===== src/rtl/op_issue_pkg.sv =====
// Shared types for the operation issue controller: opcodes, controller states
// and default sizing.
package op_issue_pkg;

    localparam int DEFAULT_WIDTH = 8;
    localparam int DEFAULT_DEPTH = 4;

    typedef enum logic [1:0] {
        OP_AND = 2'b00,
        OP_OR  = 2'b01,
        OP_ADD = 2'b10,
        OP_SUB = 2'b11
    } op_e;

    typedef enum logic [1:0] {
        ST_IDLE  = 2'b00,
        ST_RUN   = 2'b01,
        ST_STALL = 2'b10
    } state_e;

endpackage


===== src/rtl/op_datapath.sv =====
// Combinational ALU slice: AND/OR/ADD/SUB with a carry or borrow flag.
module op_datapath
    import op_issue_pkg::*;
#(
    parameter int WIDTH = DEFAULT_WIDTH
) (
    input  op_e              op,
    input  logic [WIDTH-1:0] a,
    input  logic [WIDTH-1:0] b,
    output logic [WIDTH-1:0] result,
    output logic             flag
);

    logic [WIDTH:0] sum;
    logic [WIDTH:0] diff;

    // Zero-extended subtraction leaves the borrow (a < b) in the top bit.
    always_comb begin
        sum    = {1'b0, a} + {1'b0, b};
        diff   = {1'b0, a} - {1'b0, b};
        result = '0;
        flag   = 1'b0;
        case (op)
            OP_AND:  result = a & b;
            OP_OR:   result = a | b;
            OP_ADD:  {flag, result} = sum;
            OP_SUB:  {flag, result} = diff;
            default: result = '0;
        endcase
    end

endmodule


===== src/rtl/op_issue_ctrl.sv =====
// Command FIFO feeding a single result register through the datapath, with
// valid/ready handshakes on both sides and a rolling 2-bit issue tag.
module op_issue_ctrl
    import op_issue_pkg::*;
#(
    parameter int WIDTH = DEFAULT_WIDTH,
    parameter int DEPTH = DEFAULT_DEPTH
) (
    input  logic             clk,
    input  logic             rst,
    input  logic             cmd_valid,
    output logic             cmd_ready,
    input  logic [1:0]       cmd_op,
    input  logic [WIDTH-1:0] cmd_a,
    input  logic [WIDTH-1:0] cmd_b,
    output logic             rsp_valid,
    input  logic             rsp_ready,
    output logic [WIDTH-1:0] rsp_data,
    output logic             rsp_flag,
    output logic [1:0]       rsp_tag,
    output logic             busy
);

    localparam int PTR_W = $clog2(DEPTH);
    localparam logic [PTR_W:0]   FULL_CNT = (PTR_W + 1)'(DEPTH);
    localparam logic [PTR_W:0]   CNT_ONE  = (PTR_W + 1)'(1);
    localparam logic [PTR_W-1:0] PTR_ONE  = PTR_W'(1);

    op_e              fifo_op [DEPTH];
    logic [WIDTH-1:0] fifo_a  [DEPTH];
    logic [WIDTH-1:0] fifo_b  [DEPTH];

    logic [PTR_W-1:0] wr_ptr;
    logic [PTR_W-1:0] rd_ptr;
    logic [PTR_W:0]   count;
    logic [1:0]       tag_cnt;
    state_e           state;
    state_e           state_nxt;

    logic             push;
    logic             issue;
    logic             fifo_empty;
    logic [WIDTH-1:0] dp_result;
    logic             dp_flag;

    // Readiness looks only at the occupancy count, never at a same-cycle pop.
    assign fifo_empty = (count == '0);
    assign cmd_ready  = (count != FULL_CNT);
    assign push       = cmd_valid && cmd_ready;
    assign issue      = !fifo_empty && (!rsp_valid || rsp_ready);
    assign busy       = !fifo_empty || rsp_valid;

    op_datapath #(
        .WIDTH (WIDTH)
    ) u_datapath (
        .op     (fifo_op[rd_ptr]),
        .a      (fifo_a[rd_ptr]),
        .b      (fifo_b[rd_ptr]),
        .result (dp_result),
        .flag   (dp_flag)
    );

    always_ff @(posedge clk) begin
        if (!rst && push) begin
            fifo_op[wr_ptr] <= op_e'(cmd_op);
            fifo_a[wr_ptr]  <= cmd_a;
            fifo_b[wr_ptr]  <= cmd_b;
        end
    end

    always_ff @(posedge clk) begin
        if (rst) begin
            wr_ptr    <= '0;
            rd_ptr    <= '0;
            count     <= '0;
            tag_cnt   <= '0;
            rsp_valid <= 1'b0;
            rsp_data  <= '0;
            rsp_flag  <= 1'b0;
            rsp_tag   <= '0;
        end else begin
            if (push) begin
                wr_ptr <= wr_ptr + PTR_ONE;
            end
            if (issue) begin
                rd_ptr <= rd_ptr + PTR_ONE;
            end
            case ({push, issue})
                2'b10:   count <= count + CNT_ONE;
                2'b01:   count <= count - CNT_ONE;
                default: count <= count;
            endcase
            // An issue refills the result register on the same edge it drains.
            if (issue) begin
                rsp_valid <= 1'b1;
                rsp_data  <= dp_result;
                rsp_flag  <= dp_flag;
                rsp_tag   <= tag_cnt;
                tag_cnt   <= tag_cnt + 2'd1;
            end else if (rsp_ready) begin
                rsp_valid <= 1'b0;
            end
        end
    end

    always_ff @(posedge clk) begin
        if (rst) begin
            state <= ST_IDLE;
        end else begin
            state <= state_nxt;
        end
    end

    always_comb begin
        state_nxt = state;
        case (state)
            ST_IDLE: begin
                if (push) state_nxt = ST_RUN;
            end
            ST_RUN: begin
                if (rsp_valid && !rsp_ready && !fifo_empty) begin
                    state_nxt = ST_STALL;
                end else if (fifo_empty && !push && (!rsp_valid || rsp_ready)) begin
                    state_nxt = ST_IDLE;
                end
            end
            ST_STALL: begin
                if (rsp_ready) state_nxt = ST_RUN;
            end
            default: state_nxt = ST_IDLE;
        endcase
    end

endmodule


===== config.mk =====
export PLATFORM = sky130hd
export DESIGN_NAME = op_issue_ctrl
export DESIGN_NICKNAME = d
export VERILOG_FILES = /design/src/rtl/op_issue_pkg.sv /design/src/rtl/op_datapath.sv /design/src/rtl/op_issue_ctrl.sv
export SDC_FILE = /design/constraint.sdc
export NUM_CORES = 1
export LEC_CHECK = 0
export ABC_CLOCK_PERIOD_IN_PS = 7400
export BUFFER_PORTS_ARGS = -buffer_cell sky130_fd_sc_hd__buf_2
export CAP_MARGIN = 0
export CORE_MARGIN = 4
export CORE_UTILIZATION = 55
export CTS_BUF_LIST = sky130_fd_sc_hd__clkbuf_2
export DETAILED_ROUTE_END_ITERATION = 10
export GPL_TIMING_DRIVEN = 0
export PLACE_DENSITY_LB_ADDON = 0.2
export SETUP_SLACK_MARGIN = 0.2
export SYNTH_ARGS = -nofsm -noshare
export SYNTH_HDL_FRONTEND = slang
export SYNTH_SLANG_ARGS = --single-unit

===== constraint.sdc =====
create_clock -name clk -period 7.4 [get_ports clk]
set_input_delay 1.11 -clock clk [delete_from_list [all_inputs] [get_ports clk]]
set_output_delay 1.11 -clock clk [all_outputs]
set_load 0.05 [all_outputs]

# After elaboration in Yosys (flattened, before gate mapping)
# Memory sizes are Yosys's and may differ from the RTL's. A register that Yosys moved wholly into a read port is not among the register bits.
# Cells that the tools add are included.
[word_totals]
reg_bits = 21
latch_bits = 0
mem_bits_rw = 72
rom_bits = 0
in_bits = 22
out_inout_bits = 14
mem_count = 3
[memory_table]
columns = ["memory", "words", "width", "rd", "rd_ports_with_merged_regs", "write_ports", "line", "rtl"]
rows = [
  ["fifo_a", 4, 8, 1, 1, 1, "op_issue_ctrl.sv:30", "logic [WIDTH-1:0] fifo_a [DEPTH];"],
  ["fifo_b", 4, 8, 1, 1, 1, "op_issue_ctrl.sv:31", "logic [WIDTH-1:0] fifo_b [DEPTH];"],
  ["fifo_op", 4, 2, 1, 1, 1, "op_issue_ctrl.sv:29", "op_e fifo_op [DEPTH];"],
]
[op_classes]
addsub = 7
n_mul = 0
n_div = 0
n_lt_le_gt_ge = 0
eq_ne = 6
n_shift = 0
muxes = 13
bitwise = 2
n_reduce_logical = 12
[ops]
columns = ["op", "count"]
rows = [
  ["$pmux W8 S4", 1],
  ["$mux W2", 6],
  ["$add A8 B8 Y9", 1],
  ["$sub A8 B8 Y9", 1],
  ["$and A8 B8 Y8", 1],
  ["$or A8 B8 Y8", 1],
  ["$add A2 B1 Y2 const B", 3],
  ["$eq A2 B2 Y1 const B", 3],
  ["$pmux W3 S2", 1],
  ["$eq A2 B1 Y1 const B", 2],
  ["$mux W1", 4],
  ["$reduce_bool A2 Y1", 2],
  ["$add A3 B1 Y3 const B", 1],
  ["$logic_and A1 B1 Y1", 3],
  ["$logic_not A1 Y1", 3],
  ["$logic_not A3 Y1", 1],
  ["$ne A3 B3 Y1 const B", 1],
  ["$sub A3 B1 Y3 const B", 1],
  ["$logic_not A2 Y1", 1],
  ["$logic_or A1 B1 Y1", 2],
  ["$pmux W1 S2", 1],
]

# Depth between registers and ports, before layout
# Gate-level depths: netlist of the first run.
[depth]
ltp_word = 5
mapped_depth = 12
mapped_depth_nobuf = 10

# Modules after synthesis
# Synthesis of the first run repeated with hierarchy kept, for this count alone.
[hier_totals]
hier_cells = 348
hier_area_um2 = 4625.7
[by_module_without_submodules]
columns = ["module", "n_inst", "cells_per_inst", "area_each_um2", "seq_area_each_um2"]
rows = [
  ["op_issue_ctrl", 1, 208, 3609.7, 2622.5],
  ["op_datapath", 1, 140, 1016.0, 0.0],
]

# Least setup slack after synthesis of the first run
# OpenSTA, ideal clock, no wires.
[synth_path]
kind = "input port to flip-flop"
from = "in rsp_ready"
to = "reg count[2]"
setup_time_ps = 71
arrival_time_ps = 3096
setup_slack_ps = 4233
path_stages = 11
path_cell_list = "inv_1 > a21o_1 > buf_2 > inv_1 > buf_1 > ha_1 > inv_1 > fa_1 > xor2_1 > or3_1 > a21oi_1"
[synth_via]
elab_chain_len = 4
elab_cells_between_ends = 6
cone_classes = "eq/ne (2); mux (1); reduce/logical (3)"
[synth_rtl]
columns = ["element", "line", "rtl"]
rows = [
  ["from (decl)", "op_issue_ctrl.sv:17", "input logic rsp_ready,"],
  ["$logic_or A1 B1 Y1 (*)", "--", ""],
  ["$logic_and A1 B1 Y1 (*)", "op_issue_ctrl.sv:50", "assign issue = !fifo_empty && (!rsp_valid || rsp_ready);"],
  ["net issue", "op_issue_ctrl.sv:41", "logic issue;"],
  ["$eq A2 B1 Y1 or $eq A2 B2 Y1 (tied branches)", "op_issue_ctrl.sv:88", "case ({push, issue})"],
  ["$pmux W3 S2 or $reduce_bool A2 Y1 (tied branches)", "--", ""],
  ["to (signal assigned)", "op_issue_ctrl.sv:89", "2'b10: count <= count + CNT_ONE;"],
  ["to (signal assigned)", "op_issue_ctrl.sv:90", "2'b01: count <= count - CNT_ONE;"],
  ["to (signal assigned)", "op_issue_ctrl.sv:91", "default: count <= count;"],
  ["to (decl)", "op_issue_ctrl.sv:35", "logic [PTR_W:0] count;"],
]
# Mark *: on every way through the listed nets, which the timed path passes. The rest lies on a longest branch.
# A chain may end at the register's enable or synchronous reset.

==> summary.txt, run 1 <==
Yosys
  – Unique masters post-synth: 47
  – Post-synthesis cell count: 327
  – FF+latch count, synth: 95
  – Post-synth EDFFs: 72
  – Synthesized Nets: 381
  – Seq/Total Area, Yosys: 58.5%
  – Yosys warns: 0
  – Mean area per synthesized cell: 13.7 µm²
  – Asr flop ratio synth: 0%
  – Most used flip-flop cell after synthesis: edfxtp_1
  – Mapped cell area: 4480 µm²

Critical path
  – Crit path cell chain: clkbuf_2 > clkbuf_1 > mux4_2 > inv_1 > ha_1 > fa_1 > or2_2 > nor2b_1 > o21ai_0 > a21oi_1 > xor2_1 > a221o_1
  – Worst-path maximum fanout: 10
  – CP endpoint kind: flip-flop
  – Setup crit start kind: flip-flop
  – Worst EP arrival: 3.94 ns
  – CP required: 7.87 ns
  – CP max stage delay: 0.53 ns
  – Slowest CP cell: clkbuf_1
  – Crit path kind: flip-flop to flip-flop

STA
  – Crit path time final: 3.46 ns
  – RSZ-0062 raised after global routing: no
  – Setup TNS: 0 ns
  – Worst slew margin: 36.6%
  – Final Hold Viols: 0
  – Least-Margin Pin Slew: 0.951 ns
  – Period utilisation layout: 46.8%
  – Setup violations, final: 0
  – Slew Viols, Final: 0
  – Fmax: 289 MHz
  – Fin Clk Skew: 0.0310 ns
  – Hold slack: 0.486 ns

Route
  – ANT nets after route: 0
  – DR WL/cell: 16.5 µm
  – Vias: 2,661
  – Post-Route WL: 7940 µm
  – DRC viols: 0
  – Vias per cell: 5.54
  – TritonRoute pass-1 iters: 4
  – Starting DRT DRC Count: 118

Placement
  – Cell Area, Placed: 4780 µm²
  – Detail Placement HPWL: 5700 µm
  – Cells after DPL: 464
  – Final GP Congestion: 0.819
  – Port bufs: 35

Global routing
  – Vias in the first global route: 2,738
  – GRT Overall Usage: 17.5%
  – Initial antenna violation count: 0
  – First-pass GRT wire length: 13,200 µm
  – Largest net degree at the start of global routing: 19
  – Remaining Overflow, GRT: 0

Power and ir drop
  – Seq pwr share: 36.3%
  – PD cells: 375 nW/µm²
  – Total power: 0.00184 W
  – Clk pwr share: 13.2%
  – Peak VDD IR: 0.144 mV
  – Int Pwr: 0.00105 W
  – Switching fraction of total power: 42.7%
  – Combinational share of power: 50.5%
  – Net Switching: 0.000785 W
  – Leakage power total: 1.86 nW

Clock network
  – Post CTS Setup Buffer Count: 0
  – Clock-pin slew on the worst setup and hold paths: 0.28 ns
  – Clk_lat worst skew: 0.54 ns
  – Resized cells post-CTS: 0
  – Clock sinks: 95
  – Hold Buf Count CTS: 0
  – CTS max path bufs: 2
  – CTS tree: built
  – Number of CTS-inserted buffers: 9
  – CTS H-tree depth: 3
  – Root buffer cell: clkbuf_2

Worst hold path
  – Hold Crit Class: flip-flop to flip-flop

Floorplanning
  – Initial Utilization: 57.4%
  – Num ports: 36
  – Die ar.: 9660 µm²
  – Rows: 32
  – Die X: 98.3 µm
  – Core area: 7810 µm²
  – Vert. Die Dim: 98.3 µm

Final layout
  – Final Non-Filler Cells: 480
  – Finished Cell Area: 4890 µm²
  – Filler cells: 608
  – Share of layout cells above drive strength 1: 21.4%
  – Area grow syn2layout: 9.18%
  – Antenna Cells: 0
  – Final #Nets: 427

Run status
  – Status: complete, no violations

Job
  – Max-cap check violation count: 0
[critical path, delay by kind of cell, from the launching register on]
| kind | cells | cell delay [ns] |
|---|---|---|
| compound gates | 3 | 0.61 |
| xor+xnor | 1 | 0.15 |
| fa+ha+maj | 2 | 0.61 |
| buf+inv | 3 | 0.84 |
| flops | 1 | 0.37 |
| mux | 1 | 0.37 |
| simple gates | 2 | 0.45 |
[routing by layer]
metal	global-route usage [%]	vias to the layer above	routed length (µm)
li1	-	1299	-
met1	23.0	1294	3650
met2	29.3	55	3920
met3	3.00	13	255
met4	6.93	0	114
met5	0	-	0
[cell families after synthesis]
| family | Yosys count | share of synthesized area [%] |
|---|---|---|
| XOR/XNOR | 13 | 2.54 |
| flip-flops | 95 | 58.5 |
| adder cells (fa/ha/maj) | 32 | 9.44 |
| multiplexers | 20 | 9.49 |
| AO/OA/AOI/OAI | 57 | 8.77 |
| buffers and inverters | 43 | 4.10 |
| AND/OR/NAND/NOR | 67 | 7.15 |
[power groups by stage]
stage | combinational (W) | sequential, W | clock (W)
after CTS | 0.000932 | 0.000668 | 0.000250
final | 0.000927 | 0.000668 | 0.000243
after detailed placement | 0.000927 | 0.000680 | 0
after floorplan | 0.000665 | 0.000743 | 0
after global placement | 0.000908 | 0.000676 | 0
after global routing | 0.00103 | 0.000676 | 0.000276
[cells in the final DEF (no fill, tap or decap), drive strengths merged, types with 3 or more instances in the layout]
cell type,count
o21bai,3
nand3,6
nor3,8
a21o,5
a21oi,14
xnor2,6
and2,6
clkbuf,15
edfxtp,72
ha,29
xor2,7
fa,3
nor2,27
buf,43
nand2,10
inv,32
o21ai,10
mux4,18
dfxtp,23
a211oi,10
[state kept, by name (all words and copies together) (netlist names), named ones only]
signal,count
fifo_op,8
count,3
fifo_b,32
rsp_valid,1
tag_cnt,2
wr_ptr,2
rd_ptr,2
fifo_a,32
rsp_data,8
rsp_tag,2
rsp_flag,1
[synthesized netlist by cell type, drive strengths merged, types with 2 or more instances]
master / number / share of area (%)
a21o: 5 / 0.84
fa: 3 / 1.3
xor2: 7 / 1.4
a211oi: 10 / 1.9
a21oi: 14 / 1.6
o21bai: 3 / 0.50
nand4b: 2 / 0.39
edfxtp: 72 / 48
clkbuf: 6 / 0.53
nand2: 10 / 0.84
nor2: 27 / 2.3
nand2b: 2 / 0.28
a221o: 2 / 0.45
o21ai: 10 / 1.1
buf: 8 / 1.1
ha: 29 / 8.1
o211ai: 2 / 0.33
nand3: 6 / 0.67
nor3: 8 / 1.0
mux4: 18 / 9.0
xnor2: 6 / 1.2
o31ai: 2 / 0.33
inv: 29 / 2.4
mux2i: 2 / 0.45
and2: 6 / 0.84
dfxtp: 23 / 10
[area by class of cell]
type	instances	area (µm²)	share of cell area, %
sequential	95	2620	53.6
inverter	29	109	2.22
buffer	14	75.1	1.53
tap	102	128	2.61
clock inverter	7	63.8	1.30
clock buffer	9	45.0	0.920
multi-input combinational	189	1680	34.2
timing repair buffer	35	175	3.58
[final timing paths]
kind            endpoint  slack [ns]  cells past startpoint        from
max          rsp_data[4]        3.94                     12   flip-flop
min reg2reg   rsp_tag[0]        0.49                      2  rsp_tag[0]
max reg2reg  rsp_data[4]        3.94                     12   flip-flop
min           rsp_tag[0]        0.49                      2  rsp_tag[0]
[stage by stage]
stage,util [%],setup WS [ns]
detailed placement,61.3,3.81
floorplan,-,4.23
CTS,62.7,3.91
global placement,61.3,3.88
finish,62.7,3.94
global route,62.7,3.68
Note: power is estimated with default switching activity, not from simulation.
==> run 2, diff against run 1 <==
--- a/config.mk
+++ b/config.mk
@@ -5,7 +5,7 @@
 export SDC_FILE = /design/constraint.sdc
 export NUM_CORES = 1
 export LEC_CHECK = 0
-export ABC_CLOCK_PERIOD_IN_PS = 7400
+export ABC_CLOCK_PERIOD_IN_PS = 3600
 export BUFFER_PORTS_ARGS = -buffer_cell sky130_fd_sc_hd__buf_2
 export CAP_MARGIN = 0
 export CORE_MARGIN = 4
==> constraint.sdc (replaced) <==
create_clock -name clk -period 3.6 [get_ports clk]
set_input_delay 0.54 -clock clk [delete_from_list [all_inputs] [get_ports clk]]
set_output_delay 0.54 -clock clk [all_outputs]
set_load 0.05 [all_outputs]
==> summary.txt, run 2 (synthesized netlist as in run 1, its figures left out) <==
Run status
  – Status: complete, no violations (unchanged)

Power and ir drop
  – Switching fraction of total power: 42.7% (about the same)
  – Net Switching: 0.00161 W (was 0.000785 W)
  – Clk pwr share: 13.2% (about the same)
  – Int Pwr: 0.00217 W (was 0.00105 W)
  – PD cells: 772 nW/µm² (was 375 nW/µm²)
  – Seq pwr share: 36.3% (about the same)
  – Combinational share of power: 50.5% (about the same)
  – Peak VDD IR: 0.303 mV (was 0.144 mV)
  – Leakage power total: 1.87 nW (was 1.86 nW)

Job
  – Max-cap check violation count: 0 (unchanged)

Final layout
  – Commonest non-fill, non-tap cell in the layout: edfxtp_1 (unchanged)
  – Most frequent cells in the layout: edfxtp_1 (72), buf_2 (39), inv_1 (29), ha_1 (29), nor2_1 (27) (was edfxtp_1 (72), buf_2 (40), inv_1 (29), ha_1 (29), nor2_1 (27))
  – Footprint of the multi-input gates: 1680 µm² (unchanged)
  – Antenna Cells: 0 (unchanged)
  – Finished Cell Area: 4900 µm² (was 4890 µm²)
  – Filler cells: 606 (was 608)
  – Reg area: 2620 µm² (unchanged)
  – Largest registers: fifo_a (32), fifo_b (32) (unchanged)
  – Share of layout cells above drive strength 1: 21.7% (was 21.4%)
  – Area grow syn2layout: 9.32% (was 9.18%)
  – Final #Nets: 427 (unchanged)

Floorplanning
  – Die X: 98.3 µm (unchanged)
  – Num ports: 36 (unchanged)
  – Vert. Die Dim: 98.3 µm (unchanged)
  – Rows: 32 (unchanged)
  – Core area: 7810 µm² (unchanged)
  – Initial Utilization: 57.4% (unchanged)
  – Die ar.: 9660 µm² (unchanged)

Global routing
  – Initial antenna violation count: 0 (unchanged)
  – GRT Overall Usage: 17.5% (unchanged)
  – Vias in the first global route: 2,738 (unchanged)
  – Remaining Overflow, GRT: 0 (unchanged)
  – Largest net degree at the start of global routing: 19 (unchanged)
  – First-pass GRT wire length: 13,200 µm (unchanged)

STA
  – Period utilisation layout: 88.3% (was 46.8%)
  – Slew Viols, Final: 0 (unchanged)
  – Setup TNS: 0 ns (unchanged)
  – Fin Clk Skew: 0.0305 ns (was 0.0310 ns)
  – Final worst setup slack: 0.420 ns (was 3.94 ns)
  – Hold slack: 0.176 ns (was 0.486 ns)
  – Final Hold Viols: 0 (unchanged)
  – RSZ-0062 raised after global routing: no (unchanged)
  – Worst slew margin: 38.0% (was 36.6%)
  – Crit path time final: 3.18 ns (was 3.46 ns)
  – Least-Margin Pin Slew: 0.930 ns (was 0.951 ns)
  – Setup violations, final: 0 (unchanged)
  – Fmax: 314 MHz (was 289 MHz)

Critical path
  – CP max stage delay: 0.58 ns (was 0.53 ns)
  – Crit path cell chain: buf_6 > clkbuf_4 > mux4_2 > ha_1 > fa_1 > a21o_1 > a211oi_1 > a21oi_1 > xor2_1 > a221o_1 (was clkbuf_2 > clkbuf_1 > mux4_2 > inv_1 > ha_1 > fa_1 > or2_2 > nor2b_1 > o21ai_0 > a21oi_1 > xor2_1 > a221o_1)
  – Worst EP arrival: 3.66 ns (was 3.94 ns)
  – WP buf/inv: 2 (was 3)
  – Worst-path maximum fanout: 10 (unchanged)
  – Setup crit start kind: flip-flop (unchanged)
  – Slowest CP cell: mux4_2 (was clkbuf_1)
  – CP required: 4.08 ns (was 7.87 ns)
  – CP endpoint kind: flip-flop (unchanged)
  – Kind of cell adding the most delay to the critical path: compound AO/OA/AOI/OAI gates (was buffers and inverters)
  – Crit path kind: flip-flop to flip-flop (unchanged)

Clock network
  – Clock sinks: 95 (unchanged)
  – CTS tree: built (unchanged)
  – Number of CTS-inserted buffers: 9 (unchanged)
  – Clock-pin slew on the worst setup and hold paths: 0.28 ns (about the same)
  – Post CTS Setup Buffer Count: 0 (unchanged)
  – Root buffer cell: clkbuf_2 (unchanged)
  – Clk_lat worst skew: 0.55 ns (was 0.54 ns)
  – CTS max path bufs: 2 (unchanged)
  – CTS H-tree depth: 3 (unchanged)

Placement
  – Final GP Congestion: 0.819 (unchanged)
  – Detail Placement HPWL: 5700 µm (unchanged)
  – DP Worst Slack: 0.133 ns (was 3.81 ns)
  – Port bufs: 35 (unchanged)
  – Cell Area, Placed: 4780 µm² (unchanged)

Route
  – Vias per cell: 5.52 (was 5.54)
  – Starting DRT DRC Count: 133 (was 118)
  – TritonRoute pass-1 iters: 4 (unchanged)
  – Post-Route WL: 7970 µm (was 7940 µm)
  – DRC viols: 0 (unchanged)
  – ANT nets after route: 0 (unchanged)
  – Vias: 2,648 (was 2,661)
  – DR WL/cell: 16.6 µm (was 16.5 µm)

Worst hold path
  – Hold Crit Class: input port to flip-flop (was flip-flop to flip-flop)
## run 2: repair_timing
item | 4_1_cts | 5_1_grt
endpoints found under the setup margin | 3 | 4
hold buffers | 0 | 0
gates resized for setup | 1 | 3
## run 2: layout make-up
class,instances,area share (%)
buffer,14,1.66
inverter,29,2.22
sequential,95,53.5
tap,102,2.60
multi-input combinational,189,34.2
clock buffer,9,0.919
clock inverter,7,1.30
timing repair buffer,35,3.58
## run 2: path summary, 6_finish.rpt
| kind | from | cells after the start | to | slack (ns) |
|---|---|---|---|---|
| hold / removal | cmd_b[4] | 1 | fifo_b[1][4] | 0.18 |
| hold reg to reg | rsp_tag[0] | 2 | rsp_tag[0] | 0.49 |
| setup / recovery | flip-flop | 10 | rsp_data[4] | 0.42 |
| setup reg to reg | flip-flop | 10 | rsp_data[4] | 0.42 |
## run 2: per-layer routing
metal / share of wire [%] / vias to the layer above / track usage, %
li1: - / 1299 / -
met1: 45 / 1280 / 23.0
met2: 49 / 60 / 29.3
met3: 4.2 / 9 / 3.00
met4: 1.0 / 0 / 6.93
met5: 0 / - / 0
## run 2: stage by stage
step	total power [W]	std cells	utilization, %
3_3_place_gp	0.00326	464	61.3
4_1_cts	0.00380	480	62.7
2_1_floorplan	0.00289	327	-
5_1_grt	0.00408	480	62.8
3_5_place_dp	0.00330	464	61.3
6_report	0.00378	480	62.8
## run 2: power by group through the flow
stage	Sequential (W)	Clock (W)	Combinational (W)
finish	0.00137	0.000500	0.00191
floorplan	0.00153	0	0.00137
CTS	0.00137	0.000514	0.00192
global route	0.00139	0.000568	0.00213
global placement	0.00139	0	0.00187
detailed placement	0.00140	0	0.00191
